<file path="config.mk">
export PLATFORM = sky130hd
export DESIGN_NAME = dbg_rom_loader_flat
export DESIGN_NICKNAME = d
export VERILOG_FILES = /design/src/rtl/dbg_rom_loader_if.sv /design/src/rtl/dbg_rom_loader.sv /design/src/flat_wrapper.sv
export SDC_FILE = /design/constraint.sdc
export NUM_CORES = 1
export LEC_CHECK = 0
export ABC_AREA = 0
export CORE_ASPECT_RATIO = 0.5
export CORE_UTILIZATION = 54
export CTS_BUF_LIST = sky130_fd_sc_hd__clkbuf_16
export CTS_CLUSTER_DIAMETER = 100
export DETAILED_ROUTE_END_ITERATION = 12
export DONT_BUFFER_PORTS = 1
export MAX_ROUTING_LAYER = met4
export PLACE_DENSITY = 0.72
export SETUP_SLACK_MARGIN = 0.5
export SYNTH_ARGS = -nofsm -noshare
export SYNTH_HDL_FRONTEND = slang
export SYNTH_SLANG_ARGS = --single-unit
</file>
<file path="constraint.sdc">
create_clock -name clk -period 2.3 [get_ports clk]
set_clock_uncertainty 0.05 [all_clocks]
set_input_delay 0.46 -clock clk [delete_from_list [all_inputs] [get_ports clk]]
set_output_delay 0.46 -clock clk [all_outputs]
set_load 0.005 [all_outputs]
</file>
<file path="src/rtl/dbg_rom_loader_if.sv">
// Debug bus bundle: address/write strobe/write data out, read data back.
// The master drives the access, the slave returns registered read data.
interface dbg_rom_loader_if #(
  parameter int AW = 16,
  parameter int DW = 8
);
  logic [AW-1:0] addr;
  logic          wen;
  logic [DW-1:0] wdata;
  logic [DW-1:0] rdata;

  modport master (
    output addr, wen, wdata,
    input  rdata
  );

  modport slave (
    input  addr, wen, wdata,
    output rdata
  );
endinterface

</file>
<file path="src/rtl/dbg_rom_loader.sv">
// Debug-bus sequencer: holds the system in reset, streams a ROM image in,
// releases reset and confirms the release; host pass-through when idle.
module dbg_rom_loader #(
  parameter int         ROM_BYTES       = 4096,
  parameter int         RST_HOLD        = 4,
  parameter int         TIMEOUT         = 1024,
  parameter logic [7:0] CTL_RST_ASSERT  = 8'hFF,
  parameter logic [7:0] CTL_RST_RELEASE = 8'h00,
  localparam int        LEN_W = $clog2(ROM_BYTES) + 1
) (
  input  logic             clk,
  input  logic             rst,
  input  logic             start,
  input  logic [LEN_W-1:0] load_len,
  input  logic             s_valid,
  output logic             s_ready,
  input  logic [7:0]       s_data,
  output logic             busy,
  output logic             done,
  output logic             err,
  dbg_rom_loader_if.slave  h,
  dbg_rom_loader_if.master dbg
);
  localparam int OFF_W  = 12;
  localparam int HOLD_W = $clog2(RST_HOLD + 1);
  localparam int TO_W   = $clog2(TIMEOUT + 1);

  localparam logic [3:0] SEG_CTL = 4'h0;
  localparam logic [3:0] SEG_ROM = 4'h1;
  localparam logic [OFF_W-1:0] CTL_PC_LO = 12'h000;
  localparam logic [OFF_W-1:0] CTL_SYS_RST = 12'h010;

  localparam logic [15:0] PARK = {SEG_CTL, CTL_PC_LO};
  localparam logic [15:0] RST_ADDR = {SEG_CTL, CTL_SYS_RST};

  typedef enum logic [3:0] {
    IDLE, RST_ON, HOLD, LOAD, RST_OFF,
    RB0, RB1, CHECK, FAIL
  } state_t;

  state_t            state;
  logic [LEN_W-1:0]  len;
  logic [OFF_W-1:0]  idx;
  logic [HOLD_W-1:0] hold_cnt;
  logic [TO_W-1:0]   to_cnt;
  logic              len_ok;
  logic              last;

  assign len_ok = (load_len != '0) &&
                  (load_len <= LEN_W'(ROM_BYTES));
  assign last   = LEN_W'(idx) == len - LEN_W'(1);

  always_ff @(posedge clk) begin
    if (rst) begin
      state    <= IDLE;
      done     <= 1'b0;
      err      <= 1'b0;
      len      <= '0;
      idx      <= '0;
      hold_cnt <= '0;
      to_cnt   <= '0;
    end else begin
      unique case (state)
        IDLE: if (start) begin
          done <= 1'b0;
          if (len_ok) begin
            len   <= load_len;
            err   <= 1'b0;
            state <= RST_ON;
          end else begin
            err <= 1'b1;
          end
        end
        RST_ON: begin
          hold_cnt <= HOLD_W'(RST_HOLD);
          state    <= HOLD;
        end
        HOLD: begin
          hold_cnt <= hold_cnt - HOLD_W'(1);
          if (hold_cnt == HOLD_W'(1)) begin
            idx    <= '0;
            to_cnt <= '0;
            state  <= LOAD;
          end
        end
        LOAD: if (s_valid) begin
          idx    <= idx + OFF_W'(1);
          to_cnt <= '0;
          if (last) state <= RST_OFF;
        end else begin
          to_cnt <= to_cnt + TO_W'(1);
          // Resets stay asserted on abort.
          if (to_cnt == TO_W'(TIMEOUT - 1))
            state <= FAIL;
        end
        RST_OFF: state <= RB0;
        RB0:     state <= RB1;
        RB1:     state <= CHECK;
        CHECK: if (dbg.rdata == CTL_RST_RELEASE) begin
          done  <= 1'b1;
          state <= IDLE;
        end else begin
          state <= FAIL;
        end
        FAIL: begin
          err   <= 1'b1;
          state <= IDLE;
        end
        default: state <= IDLE;
      endcase
    end
  end

  assign busy    = state != IDLE;
  assign s_ready = state == LOAD;
  assign h.rdata = dbg.rdata;

  logic [15:0] addr;
  logic        wen;
  logic [7:0]  wdata;

  // ROM is decoded from segment alone: only beat cycles carry SEG_ROM.
  always_comb begin
    addr  = PARK;
    wen   = 1'b0;
    wdata = 8'h00;
    unique case (state)
      IDLE: begin
        addr  = h.addr;
        wen   = h.wen;
        wdata = h.wdata;
      end
      RST_ON: begin
        addr  = RST_ADDR;
        wen   = 1'b1;
        wdata = CTL_RST_ASSERT;
      end
      LOAD: if (s_valid) begin
        addr  = {SEG_ROM, idx};
        wen   = 1'b1;
        wdata = s_data;
      end
      RST_OFF: begin
        addr  = RST_ADDR;
        wen   = 1'b1;
        wdata = CTL_RST_RELEASE;
      end
      RB0, RB1, CHECK: addr = RST_ADDR;
      default: ;
    endcase
  end

  assign dbg.addr  = addr;
  assign dbg.wen   = wen;
  assign dbg.wdata = wdata;
endmodule
</file>
<file path="src/flat_wrapper.sv">
// flat-port wrapper written by rule: the top's interface ports become plain ports
module dbg_rom_loader_flat 
#(
  parameter int         ROM_BYTES       = 4096,
  parameter int         RST_HOLD        = 4,
  parameter int         TIMEOUT         = 1024,
  parameter logic [7:0] CTL_RST_ASSERT  = 8'hFF,
  parameter logic [7:0] CTL_RST_RELEASE = 8'h00,
  localparam int        LEN_W = $clog2(ROM_BYTES) + 1
)
  (clk, rst, start, load_len, s_valid, s_ready, s_data, busy, done, err, h_addr, h_wen, h_wdata, h_rdata, dbg_addr, dbg_wen, dbg_wdata, dbg_rdata);
  dbg_rom_loader_if h_i ();
  dbg_rom_loader_if dbg_i ();
  input  logic clk;
  input  logic rst;
  input  logic start;
  input  logic [LEN_W-1:0] load_len;
  input  logic s_valid;
  output logic s_ready;
  input  logic [7:0] s_data;
  output logic busy;
  output logic done;
  output logic err;
  input wire logic [$bits(h_i.addr)-1:0] h_addr;
  input wire logic [$bits(h_i.wen)-1:0] h_wen;
  input wire logic [$bits(h_i.wdata)-1:0] h_wdata;
  output wire logic [$bits(h_i.rdata)-1:0] h_rdata;
  output wire logic [$bits(dbg_i.addr)-1:0] dbg_addr;
  output wire logic [$bits(dbg_i.wen)-1:0] dbg_wen;
  output wire logic [$bits(dbg_i.wdata)-1:0] dbg_wdata;
  input wire logic [$bits(dbg_i.rdata)-1:0] dbg_rdata;
  assign h_i.addr = h_addr;
  assign h_i.wen = h_wen;
  assign h_i.wdata = h_wdata;
  assign h_rdata = h_i.rdata;
  assign dbg_addr = dbg_i.addr;
  assign dbg_wen = dbg_i.wen;
  assign dbg_wdata = dbg_i.wdata;
  assign dbg_i.rdata = dbg_rdata;
  dbg_rom_loader #(.ROM_BYTES(ROM_BYTES), .RST_HOLD(RST_HOLD), .TIMEOUT(TIMEOUT), .CTL_RST_ASSERT(CTL_RST_ASSERT), .CTL_RST_RELEASE(CTL_RST_RELEASE)) u_core (.clk(clk), .rst(rst), .start(start), .load_len(load_len), .s_valid(s_valid), .s_ready(s_ready), .s_data(s_data), .busy(busy), .done(done), .err(err), .h(h_i), .dbg(dbg_i));
endmodule
</file>
Word level (Yosys, flattened, before mapping)
Index checks and enable logic that the tools add are counted.
{"block": "classes", "add_sub_neg": 4, "order_cmp": 1, "n_eq_ne": 18, "n_mux": 27, "reduce_logical": 17}
{"cell": "one-hot mux 16 bit (3 select lines)", "n": 1}
{"cell": "one-hot mux 4 bit (8 select lines)", "n": 1}
{"cell": "two-way mux 4 bit", "n": 7}
{"cell": "two-way mux 12 bit", "n": 2}
{"cell": "one-hot mux 12 bit (2 select lines)", "n": 1}
{"cell": "one-hot mux 8 bit (3 select lines)", "n": 1}
{"cell": "two-way mux 11 bit", "n": 2}
{"cell": "one-hot mux 11 bit (2 select lines)", "n": 1}
{"cell": "== test 4 x 3 -> 1 bit, second input constant", "n": 4}
{"cell": "== test 12 x 13 -> 1 bit", "n": 1}
{"cell": "less-or-equal comparator 13 bit, second input constant", "n": 1}
{"cell": "two-way mux 13 bit", "n": 1}
{"cell": "nonzero test 13 bit", "n": 1}
{"cell": "subtractor 13 x 1 -> 13 bit, second input constant", "n": 1}
{"cell": "adder 12 x 1 -> 12 bit, second input constant", "n": 1}
{"cell": "adder 11 x 1 -> 11 bit, second input constant", "n": 1}
{"cell": "== test 11 x 10 -> 1 bit, second input constant", "n": 1}
{"cell": "AND reduction 3 bit", "n": 3}
{"cell": "== test 4 x 2 -> 1 bit, second input constant", "n": 2}
{"cell": "zero test 8 bit", "n": 1}
{"cell": "two-way mux 8 bit", "n": 1}
{"cell": "nonzero test 2 bit", "n": 4}
{"cell": "inequality test 2 x 1 -> 1 bit, second input constant", "n": 3}
{"cell": "inequality test 3 x 2 -> 1 bit, second input constant", "n": 2}
{"cell": "16 further kinds", "n": 23}
{"block": "totals", "register_bits": 45, "inputBits": 58, "out_inout_bits": 37, "wordCells": 74}

Depth between registers and ports, before layout
{"block": "depth", "ltp_word": 5, "depth_mapped": 8, "mapped_depth_nobuf": 7}

Worst setup path after synthesis
OpenSTA, ideal clock, no wires.
{"block": "synth_path", "path_type": "in2reg", "start": "input load_len[0]", "end": "register u_core.len[10]", "setup_ns": 0.128, "t_arrival_ns": 2.050, "required_time_ns": 2.122, "path_slack_ns": 0.073, "cell_stages": 6, "n_path_buf": 1, "path_cell_list": "or4_4 > o31a_1 > nor3_4 > buf_6 > mux2i_1 > nor2_1"}
{"block": "synth_between", "elab_chain_len": 3, "elab_cells_between_ends": 4, "cone_classes": "order compare (1); reduce/logical (3)"}
{"item": "from (decl)", "line": "flat_wrapper.sv:17", "text": "input logic [LEN_W-1:0] load_len;"}
{"item": "less-or-equal comparator 13 bit / nonzero test 13 bit (equally long branches)", "line": "dbg_rom_loader.sv:50, dbg_rom_loader.sv:49"}
{"item": "logical AND 1 bit *", "line": "dbg_rom_loader.sv:49", "text": "assign len_ok = (load_len != '0) &&"}
{"item": "AND reduction 3 bit (no line) *"}
{"item": "to (signal assigned)", "line": "dbg_rom_loader.sv:67", "text": "len <= load_len;"}
{"item": "to (decl)", "line": "dbg_rom_loader.sv:42", "text": "logic [LEN_W-1:0] len;"}
Mark *: on every way between the ends. The rest lies on a longest branch, timed or not.
A chain may end at the register's enable or synchronous reset.

Final worst setup path
{"block": "layout_path", "start": "register u_core.state[0]", "end": "output dbg_wdata[2]"}
{"block": "layout_between", "elab_chain_len": 2, "elab_cells_between_ends": 4, "cone_classes": "eq/ne (2); mux (1); reduce/logical (1)"}
{"item": "from (decl)", "line": "dbg_rom_loader.sv:41", "text": "state_t state;"}
{"item": "from (signal assigned)", "line": "dbg_rom_loader.sv:55", "text": "state <= IDLE;"}
{"item": "from (signal assigned)", "line": "dbg_rom_loader.sv:69", "text": "state <= RST_ON;"}
{"item": "from (signal assigned)", "line": "dbg_rom_loader.sv:76", "text": "state <= HOLD;"}
{"item": "== test 4 x 2 -> 1 bit, or another cell as far along", "line": "dbg_rom_loader.sv:127", "text": "unique case (state)"}
{"item": "one-hot mux 8 bit (3 select lines) *", "line": "dbg_rom_loader.sv:127"}
{"item": "to (decl)", "line": "flat_wrapper.sv:30", "text": "output wire logic [$bits(dbg_i.wdata)-1:0] dbg_wdata;"}
Marks and branches as above.

==> flow_metrics.tcl <==
set metrics [dict create \
    route.detailed.drc 0 \
    crit_arrival_ps 1620 \
    portBuffers 0 \
    grt_pass1_wl_um 12900 \
    track_usage 0.305 \
    synthCells 373 \
    num_rows 18 \
    min_period_over_period 0.925 \
    synth_cell_type_count 65 \
    relSlewSlack 0.674 \
    end_kind "output port" \
    root_buffer "clkbuf_16" \
    antenna_cells 0 \
    synthAdderAreaFrac 0.0207 \
    synthToLayoutAreaGrowth_pct 26.2 \
    ctsLongestPathBuffers 2 \
    clk_pin_slew_ps 60 \
    grt_max_degree 45 \
    synth_nets 436 \
    grt_pass1_vias 2601 \
    cts.sinks 45 \
    pin_count 95 \
    critPathMaxFanout 8 \
    synth_compound_area_frac 0.236 \
    gp_congestion 0.873 \
    dp_hpwl_um 5610 \
    synth-seq-cells 45 \
    cts_made_buffers 5 \
    hold_viol 0 \
    drt_pass1_iterations 5 \
    finalMaxSlewViolations 0 \
    drt-initial-drc-count 367 \
    r2r-end "u_core.len[2]$_SDFFE_PP0P_" \
    synth_edf_count 0 \
    ys_seq_area_frac 0.298 \
    fp.dieH_um 54.9 \
    power_density_nw_per_um2 746 \
    vias_per_cell 6.59 \
    final-setup-viol-count 0 \
    h-tree-depth 2 \
    wl_per_cell_um 19.7 \
    hold_buffers 0 \
    via_count 3033 \
    antenna_found_initial 0 \
    worstSetupEndpoint "dbg_wdata[2]" \
    insertion_delay_ps 290 \
    yosysWarnings 0 \
    synth_ff_type "dfxtp_1" \
    worst_pin_slew_ps 487 \
    die_x_um 108 \
    reg2reg_depth 10 \
    final_common_cell "nor2_1" \
    layout_common_cells "nor2_1 (46), dfxtp_1 (38), buf_4 (26), a21oi_1 (19), nand2_1 (18)" \
    async_flop_share 0 \
    gr-total-overflow 0 \
    tns_ps 0 \
    outcome "completed" \
    rr_startpoint "u_core.state[0]$_SDFFE_PP0P_" \
    synth_simple_gate_area_frac 0.276 \
    rsz0062_at_grt "yes" \
    synth_area_um2 3030 \
    drt-total-wl_um 9080 \
    layout.nets 452 \
    syn_area_per_cell_um2 8.11 \
    crit_path_start "u_core.state[0]$_SDFFE_PP0P_" \
    cap_viol_max_count 0 \
    leakage_nw 1.41 \
    initial_core_util 0.587 \
    cts_tree "yes" \
    synth_xor_area_frac 0.0508 \
    core_um2 5160 \
    nFillCells 347 \
    fmax_mhz 470 \
    drive_above_1_share 0.303 \
    criticalPathCategory "reg2out" \
    die_area_um2 5930 \
    cp-start-kind "flop" \
    utilization 0.740 \
    synth_top_family_by_area "simple AND/OR/NAND/NOR gates" \
    hold_path.class "in2reg" \
    max-vdd-ir-drop_mv 0.560 \
    critPathRequiredTime_ps 1790 \
    synthMuxAreaShare 0.0529 \
    rrSetupSlack_ps 190 \
    finalCriticalPeriod_ps 2130 \
    drtAntennaViolNets 0 \
]
-- layer usage --
metal,part of all wire,up-vias,routed length [µm],global-route usage
met5,0,-,0,-
met1,0.43,1451,3880,0.387
met2,0.48,146,4320,0.502
met3,0.077,23,700,0.0691
met4,0.021,0,187,0.0799
li1,-,1413,-,-
-- per-stage QoR --
step	hold slack (ps)	instances	setup WS (ps)	area (µm²)	power [W]
4_1_cts	184	456	168	3610	0.00275
5_1_grt	175	460	118	3820	0.00300
3_5_place_dp	420	427	58.5	3130	0.00178
3_3_place_gp	403	427	79.8	3130	0.00174
2_1_floorplan	391	373	139	3070	0.00160
6_report	186	460	173	3820	0.00285
-- cell families after synthesis --
kind of cell    after synthesis
mux                          16
simple gates                149
flops                        45
buf+inv                      43
fa+ha+maj                     5
xor+xnor                     16
compound gates               99
-- cell type report --
| type | count | area (µm²) | area share |
|---|---|---|---|
| Multi-Input combinational cell | 285 | 2210 | 0.578 |
| Sequential cell | 45 | 920 | 0.241 |
| Timing Repair Buffer | 45 | 434 | 0.114 |
| Clock buffer | 5 | 125 | 0.0328 |
| Tap cell | 70 | 87.6 | 0.0229 |
| Inverter | 7 | 26.3 | 0.00688 |
| Clock inverter | 3 | 17.5 | 0.00459 |
-- what timing repair did --
item | in CTS | in global routing
pin swaps | 17 | 22
cloned | 5 | 0
buffers inserted | 16 | 4
resized for setup | 49 | 44
endpoints found under the setup margin | 66 | 67
-- state kept, by name (all words and copies together) (netlist names) --
name	flops
u_core.len	13
u_core.idx	12
u_core.to_cnt	11
u_core.state	4
u_core.hold_cnt	3
u_core.done	1
u_core.err	1
-- cell usage after synthesis, drive strengths merged (8+ instances only) --
library cell | n | area, µm²
nand2 | 23 | 86.3
mux2i | 16 | 160
xor2 | 8 | 70.1
nor2 | 49 | 184
clkbuf | 24 | 90.1
a22o | 10 | 87.6
a21oi | 22 | 110
dfxtp | 45 | 901
buf | 12 | 85.1
o21ai | 16 | 80.1
a221o | 8 | 80.1
-- critical path, cell delays in order (launching register included) --
cell      delay [ps]
dfxtp_4          360
nor4bb_4         160
buf_4            160
and2_4           180
buf_6            130
a221o_1          340
-- power breakdown --
group	internal [W]	switching, W
combinational	0.000645	0.000614
clock	0.000398	0.000302
sequential	0.000836	0.0000539
total	0.00188	0.000970
-- how the worst min path moves through the flow --
stage,endpoint,start,cells past startpoint,slack [ps]
floorplan,u_core.to_cnt[7]$_SDFFE_PP0P_,u_core.to_cnt[7]$_SDFFE_PP0P_,1,390
global placement,u_core.to_cnt[2]$_SDFFE_PP0P_,u_core.to_cnt[2]$_SDFFE_PP0P_,2,400
detailed placement,u_core.to_cnt[2]$_SDFFE_PP0P_,u_core.to_cnt[2]$_SDFFE_PP0P_,2,420
CTS,u_core.to_cnt[5]$_SDFFE_PP0P_,rst,1,180
global route,u_core.idx[2]$_SDFFE_PP0P_,rst,1,180
finish,u_core.len[2]$_SDFFE_PP0P_,rst,1,190
(Power assumes the default switching activity.)
